$ cat config.mk
export PLATFORM = sky130hd
export DESIGN_NAME = butterfly_ct
export DESIGN_NICKNAME = d
export VERILOG_FILES = /design/src/rtl/pe_pkg.sv /design/src/rtl/mod_mul_iter.sv /design/src/rtl/mod_sub.sv /design/src/rtl/butterfly_ct.sv
export SDC_FILE = /design/constraint.sdc
export NUM_CORES = 1
export LEC_CHECK = 0
export BUFFER_PORTS_ARGS = -buffer_cell sky130_fd_sc_hd__buf_2
export CAP_MARGIN = 25
export CELL_PAD_IN_SITES_DETAIL_PLACEMENT = 0
export CELL_PAD_IN_SITES_GLOBAL_PLACEMENT = 1
export CORE_MARGIN = 2
export CORE_UTILIZATION = 50
export DETAILED_ROUTE_END_ITERATION = 7
export PLACE_DENSITY_LB_ADDON = 0.1
export REMOVE_ABC_BUFFERS = 1
export SKIP_LAST_GASP = 1
export SYNTH_ARGS = -nofsm -noshare
export SYNTH_HDL_FRONTEND = slang
export SYNTH_SLANG_ARGS = --single-unit
$ cat constraint.sdc
create_clock -name clk_i -period 13.6 [get_ports clk_i]
set_clock_uncertainty 0.15 [all_clocks]
set_input_delay 1.36 -clock clk_i [delete_from_list [all_inputs] [get_ports clk_i]]
set_output_delay 1.36 -clock clk_i [all_outputs]
set_load 0.02 [all_outputs]
$ cat src/rtl/pe_pkg.sv
// Shared types and constants for the NTT processing element.
package pe_pkg;
   localparam int COEF_W = 23;
   localparam logic [COEF_W-1:0] Q_DIL = 23'h7FE001;

   typedef enum logic [1:0] {
      IDLE,
      MUL,
      RES,
      DONE
   } bf_state_t;
endpackage

$ cat src/rtl/mod_mul_iter.sv
// MSB-first interleaved modular multiplier: one bit of w per step.
module mod_mul_iter
   import pe_pkg::*;
#(
   parameter int W = COEF_W
) (
   input  logic         clk_i,
   input  logic         rst_ni,
   input  logic         start_i,
   input  logic         step_i,
   input  logic [W-1:0] w_i,
   input  logic [W-1:0] b_i,
   input  logic [W-1:0] q_i,
   output logic         done_o,
   output logic [W-1:0] t_o
);
   localparam int CW = $clog2(W);

   logic [W-1:0]  acc_q, acc_d;
   logic [W-1:0]  w_q, w_d;
   logic [CW-1:0] cnt_q, cnt_d;
   logic [W:0]    dbl;
   logic [W:0]    sum;
   logic [W-1:0]  red;
   logic [W:0]    q_ext;

   assign q_ext = {1'b0, q_i};

   always_comb begin
      dbl   = {acc_q, 1'b0};
      red   = (dbl >= q_ext) ? W'(dbl - q_ext) : dbl[W-1:0];
      sum   = {1'b0, red} + (w_q[W-1] ? {1'b0, b_i} : '0);
      acc_d = acc_q;
      w_d   = w_q;
      cnt_d = cnt_q;
      if (start_i) begin
         acc_d = '0;
         w_d   = w_i;
         cnt_d = CW'(W - 1);
      end else if (step_i) begin
         acc_d = (sum >= q_ext) ? W'(sum - q_ext) : sum[W-1:0];
         w_d   = {w_q[W-2:0], 1'b0};
         cnt_d = cnt_q - CW'(1);
      end
   end

   always_ff @(posedge clk_i or negedge rst_ni) begin
      if (!rst_ni) begin
         acc_q <= '0;
         w_q   <= '0;
         cnt_q <= '0;
      end else begin
         acc_q <= acc_d;
         w_q   <= w_d;
         cnt_q <= cnt_d;
      end
   end

   assign done_o = (cnt_q == '0);
   assign t_o    = acc_q;
endmodule

$ cat src/rtl/mod_sub.sv
// Modular subtraction (a - b) mod q on 24-bit operands, a,b < q.
module mod_sub (
   input  logic [23:0] a_i,
   input  logic [23:0] b_i,
   input  logic [23:0] q_i,
   output logic [23:0] r_o
);
   // a + (q - b) cannot overflow when a < b < q
   assign r_o = (a_i >= b_i) ? (a_i - b_i)
                             : (a_i + (q_i - b_i));
endmodule

$ cat src/rtl/butterfly_ct.sv
// Cooley-Tukey butterfly: a +/- w*b mod q with iterative multiply.
module butterfly_ct
   import pe_pkg::*;
#(
   parameter int W = COEF_W
) (
   input  logic         clk_i,
   input  logic         rst_ni,
   input  logic         in_valid_i,
   output logic         in_ready_o,
   input  logic [W-1:0] a_i,
   input  logic [W-1:0] b_i,
   input  logic [W-1:0] w_i,
   input  logic [W-1:0] q_i,
   output logic         out_valid_o,
   input  logic         out_ready_i,
   output logic [W-1:0] a_o,
   output logic [W-1:0] b_o
);
   bf_state_t    state_q, state_d;
   logic [W-1:0] a_q, a_d;
   logic [W-1:0] b_q, b_d;
   logic [W-1:0] q_q, q_d;
   logic [W-1:0] ao_q, ao_d;
   logic [W-1:0] bo_q, bo_d;
   logic [W-1:0] t;
   logic         mul_done;
   logic         start;
   logic [W:0]   add_s;
   logic [23:0]  sub_r;

   assign start = (state_q == IDLE) && in_valid_i;

   mod_mul_iter #(.W(W)) u_mul (
      .clk_i   (clk_i),
      .rst_ni  (rst_ni),
      .start_i (start),
      .step_i  (state_q == MUL),
      .w_i     (w_i),
      .b_i     (b_q),
      .q_i     (q_q),
      .done_o  (mul_done),
      .t_o     (t)
   );

   mod_sub u_sub (
      .a_i (24'(a_q)),
      .b_i (24'(t)),
      .q_i (24'(q_q)),
      .r_o (sub_r)
   );

   assign add_s = {1'b0, a_q} + {1'b0, t};

   always_comb begin
      state_d = state_q;
      a_d     = a_q;
      b_d     = b_q;
      q_d     = q_q;
      ao_d    = ao_q;
      bo_d    = bo_q;
      unique case (state_q)
         IDLE: begin
            if (in_valid_i) begin
               a_d     = a_i;
               b_d     = b_i;
               q_d     = q_i;
               state_d = MUL;
            end
         end
         MUL: begin
            if (mul_done) state_d = RES;
         end
         RES: begin
            ao_d = (add_s >= {1'b0, q_q}) ? W'(add_s - {1'b0, q_q})
                                          : add_s[W-1:0];
            bo_d    = W'(sub_r);
            state_d = DONE;
         end
         DONE: begin
            if (out_ready_i) state_d = IDLE;
         end
         default: state_d = IDLE;
      endcase
   end

   always_ff @(posedge clk_i or negedge rst_ni) begin
      if (!rst_ni) begin
         state_q <= IDLE;
         a_q     <= '0;
         b_q     <= '0;
         q_q     <= '0;
         ao_q    <= '0;
         bo_q    <= '0;
      end else begin
         state_q <= state_d;
         a_q     <= a_d;
         b_q     <= b_d;
         q_q     <= q_d;
         ao_q    <= ao_d;
         bo_q    <= bo_d;
      end
   end

   assign in_ready_o  = (state_q == IDLE);
   assign out_valid_o = (state_q == DONE);
   assign a_o         = ao_q;
   assign b_o         = bo_q;
endmodule
==> results_dict.tcl, run 1 <==
set metrics [dict create \
    end_kind "register" \
    die_width_um 181 \
    area_growth_pct 10.5 \
    cp_max_fo 40 \
    nets 2296 \
    io_pins 144 \
    timing.final.crit_period_ns 8.17 \
    avgSynthCellArea_um2 8.20 \
    antenna_found_initial 0 \
    drive_gt1_share_pct 10.2 \
    drc 0 \
    overflow 0 \
    cts_max_level 4 \
    drtAntennaViolNets 0 \
    max_stage_delay_ns 0.52 \
    fillCellCount 2951 \
    clkTransAtPathRegs_ns 0.07 \
    worst-r2r-cell-count 32 \
    cts_hold_buf 0 \
    ys_seq_elements 168 \
    crit_path_start "q_q[1]" \
    avgViaCountPerCell 5.62 \
    outcome "finished, final reports clean" \
    startpoint_type "register" \
    via_count 13500 \
    clock_latency_ns 0.46 \
    drv_slew 0 \
    first_pass_iters 5 \
    synth_edf_count 0 \
    ctsResizeCount 0 \
    hold_viol_final 0 \
    worstMarginPinSlew_ns 0.914 \
    drt-wirelength-per-cell_um 17.8 \
    syn_area_um2 15600 \
    crit_type "register to register" \
    grt_max_degree 97 \
    portBuffers 143 \
    holdCritStartpoint "b_q[19]" \
    min_path_type "register to register" \
    multi_input_area_um2 10500 \
    maxCapViolations 0 \
    crit_path_frequent_cell "a21oi_1" \
    cts_tree "built" \
    async_reset_ff_share_pct 100 \
    ys.flop_type "dfrtp_1" \
    yosysSeqAreaShare_pct 27.0 \
    synth_cells 1902 \
    setup_violations 0 \
    slowest_stage "o31ai_1" \
    synth.distinct_cells 73 \
    clock-sinks 168 \
    n_antenna_cell 0 \
    cp-endpoint "u_mul.t_o[0]" \
    fin_cells 2412 \
    gp_congestion 0.949 \
    r2r_slack_ns 5.43 \
    max-slew-margin-rel_pct 39.0 \
    cts_setup_buffers 0 \
    die_area_um2 32600 \
    fin_crit_sh_pct 60.0 \
    die_y_um 181 \
    wirelength_mm 43.0 \
    rows 64 \
    rsz0062_at_grt "no" \
    cts_inserted_buffers 17 \
    setup-tns-final_ns 0 \
    start_util_pct 50.9 \
    fin_util_pct 56.2 \
    cts-root-buf "clkbuf_16" \
    holdPathStages 2 \
    first_iter_violations 733 \
    yosys_warnings 0 \
    core-area_um2 30700 \
    track_usage_pct 26.8 \
    worstReg2RegEnd "u_mul.t_o[0]" \
    dp_cells 2381 \
    grt_pass1_wl_mm 69.4 \
    r2r_start "q_q[1]" \
    hpwl_mm 34.3 \
    critical_path_required_ns 13.80 \
    seqCellArea_um2 4200 \
    grt_pass1_vias 13400 \
    cts_buffer_depth 2 \
    arrival_ns 8.37 \
    fmax_mhz 122 \
]
[cell type report]
| class | count | share of cell area (%) |
|---|---|---|
| sequential | 168 | 24.4 |
| multi-input combinational | 1501 | 60.9 |
| clock buffer | 19 | 2.57 |
| tap | 396 | 2.87 |
| timing repair buffer | 152 | 4.58 |
| inverter | 164 | 3.57 |
| clock inverter | 12 | 1.16 |
[state kept, by name, indices dropped and copies added (netlist names)]
signal	cells
u_mul.t_o	23
a_o	23
u_mul.w_q	23
u_mul.cnt_q	5
b_q	23
state_q	2
b_o	23
a_q	23
q_q	23
[worst min-delay path by stage]
| stage | to | slack, ns |
|---|---|---|
| after detailed placement | b_q[19] | 0.30 |
| final | b_q[19] | 0.32 |
| after global routing | b_q[19] | 0.34 |
| after CTS | b_q[19] | 0.32 |
| after global placement | b_q[13] | 0.30 |
| after floorplan | b_q[0] | 0.29 |
[routing by layer]
metal | track usage, % | vias up | part of all wire, %
met3 | 3.31 | 58 | 4.0
met5 | 0 | - | 0
met4 | 9.32 | 0 | 2.8
li1 | - | 6819 | -
met1 | 37.7 | 6327 | 49
met2 | 42.5 | 340 | 44
[synthesized netlist by cell type, drive strengths merged, types with 19 or more instances]
master  count  area share [%]
a21o       50             2.4
o21ai     159             5.1
nand2b     19            0.76
and2       33             1.3
inv       163             3.9
fa         28             3.6
clkbuf     51             1.2
xor2       40             2.2
o21a       29             1.4
mux2i      75             4.8
dfrtp     168              27
nor3       30            0.96
a21oi     165             5.3
xnor2      94             5.3
nand3      29            0.93
nor2      145             3.5
a211oi     28             1.4
ha        168              13
nand2     221             5.4
[cells by family after synthesis]
| group | Yosys count | synth area share (%) |
|---|---|---|
| multiplexers | 85 | 5.54 |
| XOR/XNOR | 134 | 7.52 |
| adder cells (fa/ha/maj) | 196 | 17.1 |
| buffers and inverters | 233 | 5.84 |
| AO/OA/AOI/OAI | 532 | 20.9 |
| flip-flops | 168 | 27.0 |
| AND/OR/NAND/NOR | 554 | 16.2 |
[metrics by stage]
step / cell area, µm² / hold WS, ns / setup slack, ns
6_report: 17200 / 0.315 / 5.43
5_1_grt: 17200 / 0.337 / 4.89
4_1_cts: 17200 / 0.321 / 5.42
3_5_place_dp: 16600 / 0.304 / 5.43
3_3_place_gp: 16600 / 0.300 / 5.70
2_1_floorplan: 15300 / 0.288 / 5.41
[layout by cell type, fill, tap and decap left out, drive strengths merged, types with 6 or more instances in the layout]
cell type and n:
nand2 221, nor3 30, a21o 50, clkbuf 19
a31oi 9, o31ai 11, or3 14, o21a 29
xnor2 94, nand4 16, fa 28, o21bai 14
a211o 6, nor2 145, nand3 29, o211ai 12
mux2i 75, o21ai 159, nand2b 19, ha 168
mux2 10, nor2b 17, buf 152, inv 163
dfrtp 168, a21oi 165, xor2 40, nor4 6
a21boi 6, and2 33, a211oi 28
[worst max-delay path: cells and delay by family, from the launching register on]
family	cells	cell delay (ns)
AOI/OAI and AO/OA	19	4.35
adders and majority gates	3	1.14
and+or+nand+nor	5	0.81
buffers and inverters	3	0.76
DFF	1	0.37
muxes	1	0.27
xor gates and xnor gates	1	0.17
Power of run 1 is left out: the tool's default activity adds up to more than one toggle a clock period on the data nets, which glitch-free logic cannot reach.
==> inputs of run 2 (changes only) <==
--- a/config.mk
+++ b/config.mk
@@ -10,7 +10,7 @@
 export CELL_PAD_IN_SITES_DETAIL_PLACEMENT = 0
 export CELL_PAD_IN_SITES_GLOBAL_PLACEMENT = 1
 export CORE_MARGIN = 2
-export CORE_UTILIZATION = 50
+export CORE_UTILIZATION = 42
 export DETAILED_ROUTE_END_ITERATION = 7
 export PLACE_DENSITY_LB_ADDON = 0.1
 export REMOVE_ABC_BUFFERS = 1
==> constraint.sdc (replaced) <==
create_clock -name clk_i -period 7.1 [get_ports clk_i]
set_clock_uncertainty 0.15 [all_clocks]
set_input_delay 0.71 -clock clk_i [delete_from_list [all_inputs] [get_ports clk_i]]
set_output_delay 0.71 -clock clk_i [all_outputs]
set_load 0.02 [all_outputs]
==> results_dict.tcl, run 2 (synthesis results as in run 1) <==
set metrics [dict create \
    clock-sinks 168 \
    max-slew-margin-rel_pct 22.4 \
    maxCapViolations 0 \
    drc 0 \
    startpoint_type "register" \
    gp_congestion 0.968 \
    hold_viol_final 0 \
    crit_type "register to register" \
    drtAntennaViolNets 0 \
    area_growth_pct 16.6 \
    critical_path_required_ns 7.25 \
    setup_violations 0 \
    grt_pass1_vias 13700 \
    pre_cts_ws_ns -0.0558 \
    wirelength_mm 46.9 \
    cts_max_level 4 \
    worst_slack_ns 0.341 \
    layout_commonest_cell "nand2_1" \
    avgViaCountPerCell 5.40 \
    cts_tree "built" \
    layout_common_cells "nand2_1 (218), dfrtp_1 (168), ha_1 (165)" \
    min_path_type "input port to async pin" \
    end_kind "register" \
    fin_crit_sh_pct 95.2 \
    r2r_start "u_mul.t_o[8]" \
    drt-wirelength-per-cell_um 18.3 \
    drive_gt1_share_pct 15.1 \
    max_stage_delay_ns 0.40 \
    worstMarginPinSlew_ns 1.13 \
    first_pass_iters 5 \
    grt_max_degree 101 \
    portBuffers 143 \
    clkTransAtPathRegs_ns 0.07 \
    die_area_um2 38700 \
    grt_pass1_wl_mm 74.1 \
    slowest_stage "dfrtp_1" \
    die_y_um 197 \
    overflow 0 \
    die_width_um 197 \
    crit_path_start "u_mul.t_o[8]" \
    timing.final.crit_period_ns 6.76 \
    antenna_found_initial 0 \
    rows 70 \
    io_pins 144 \
    drv_slew 0 \
    clock_latency_ns 0.46 \
    cts-root-buf "clkbuf_16" \
    track_usage_pct 24.7 \
    core-area_um2 36600 \
    first_iter_violations 613 \
    n_antenna_cell 0 \
    cts_inserted_buffers 17 \
    arrival_ns 6.90 \
    cts_hold_buf 0 \
    outcome "finished, final reports clean" \
    cp_max_fo 5 \
    hpwl_mm 36.9 \
    nets 2380 \
    via_count 13900 \
    cts_buffer_depth 2 \
    start_util_pct 42.6 \
    fmax_mhz 148 \
    fillCellCount 3627 \
]
run 2: changes by cell type in the layout (fill, tap and decap cells not counted), moves of 3 or more:
cell | before | now
buf_16 | 0 | 3
clkinv_2 | 2 | 5
buf_4 | 9 | 85
a21oi_2 | 0 | 5
o21ai_0 | 136 | 133
a211oi_1 | 27 | 23
a21oi_1 | 165 | 160
a211oi_2 | 1 | 5
run 2: area by class of cell:
cell class	instances	area (µm²)	area share, %
clock buffer	19	443	2.44
timing repair buffer	236	1540	8.44
tap	468	586	3.22
clock inverter	13	178	0.977
inverter	164	616	3.39
sequential	168	4200	23.1
multi-input combinational	1501	10600	58.4
run 2: critical path: cells and delay by family, from the launching register on:
| kind | cells | cell delay, ns |
|---|---|---|
| compound gates | 21 | 3.80 |
| xor+xnor | 1 | 0.09 |
| fa+ha+maj | 3 | 1.00 |
| buf+inv | 3 | 0.50 |
| flops | 1 | 0.40 |
| mux | 1 | 0.27 |
| simple gates | 2 | 0.39 |
run 2: worst paths after layout:
kind,endpoint,slack [ns],cells past startpoint
max,u_mul.t_o[14],0.34,31
min,a_o[3],0.02,1
max reg2reg,u_mul.t_o[14],0.34,31
min reg2reg,b_q[16],0.32,2
max in group asynchronous,a_q[6],5.40,4
min in group clk_i,a_q[22],0.29,3
run 2: metal layers:
layer	track usage, %	wire length (µm)	vias up
met2	38.9	21000	298
met5	0	0	-
met3	3.03	1670	67
met4	9.61	1670	0
li1	-	-	6980
met1	34.6	22600	6515
run 2: stage by stage:
stage | hold WS [ns] | std cells | utilization (%) | instance area [µm²] | setup TNS (ns)
2_1_floorplan | 0.264 | 1833 | - | 15300 | -22.50
3_3_place_gp | 0.299 | 2519 | 47.0 | 17200 | 0
3_5_place_dp | 0.306 | 2519 | 47.0 | 17200 | -0.376
4_1_cts | 0.244 | 2553 | 48.9 | 17900 | 0
5_1_grt | 0.0387 | 2569 | 49.7 | 18200 | -0.0306
6_report | 0.0206 | 2569 | 49.7 | 18200 | 0
run 2: what timing repair did:
item	in CTS	in global routing
pin swaps	3	26
gates cloned	1	2
setup buffers	1	12
gates resized for setup	6	30
setup endpoints to repair	20	23
Power of run 2 is left out for the same reason.
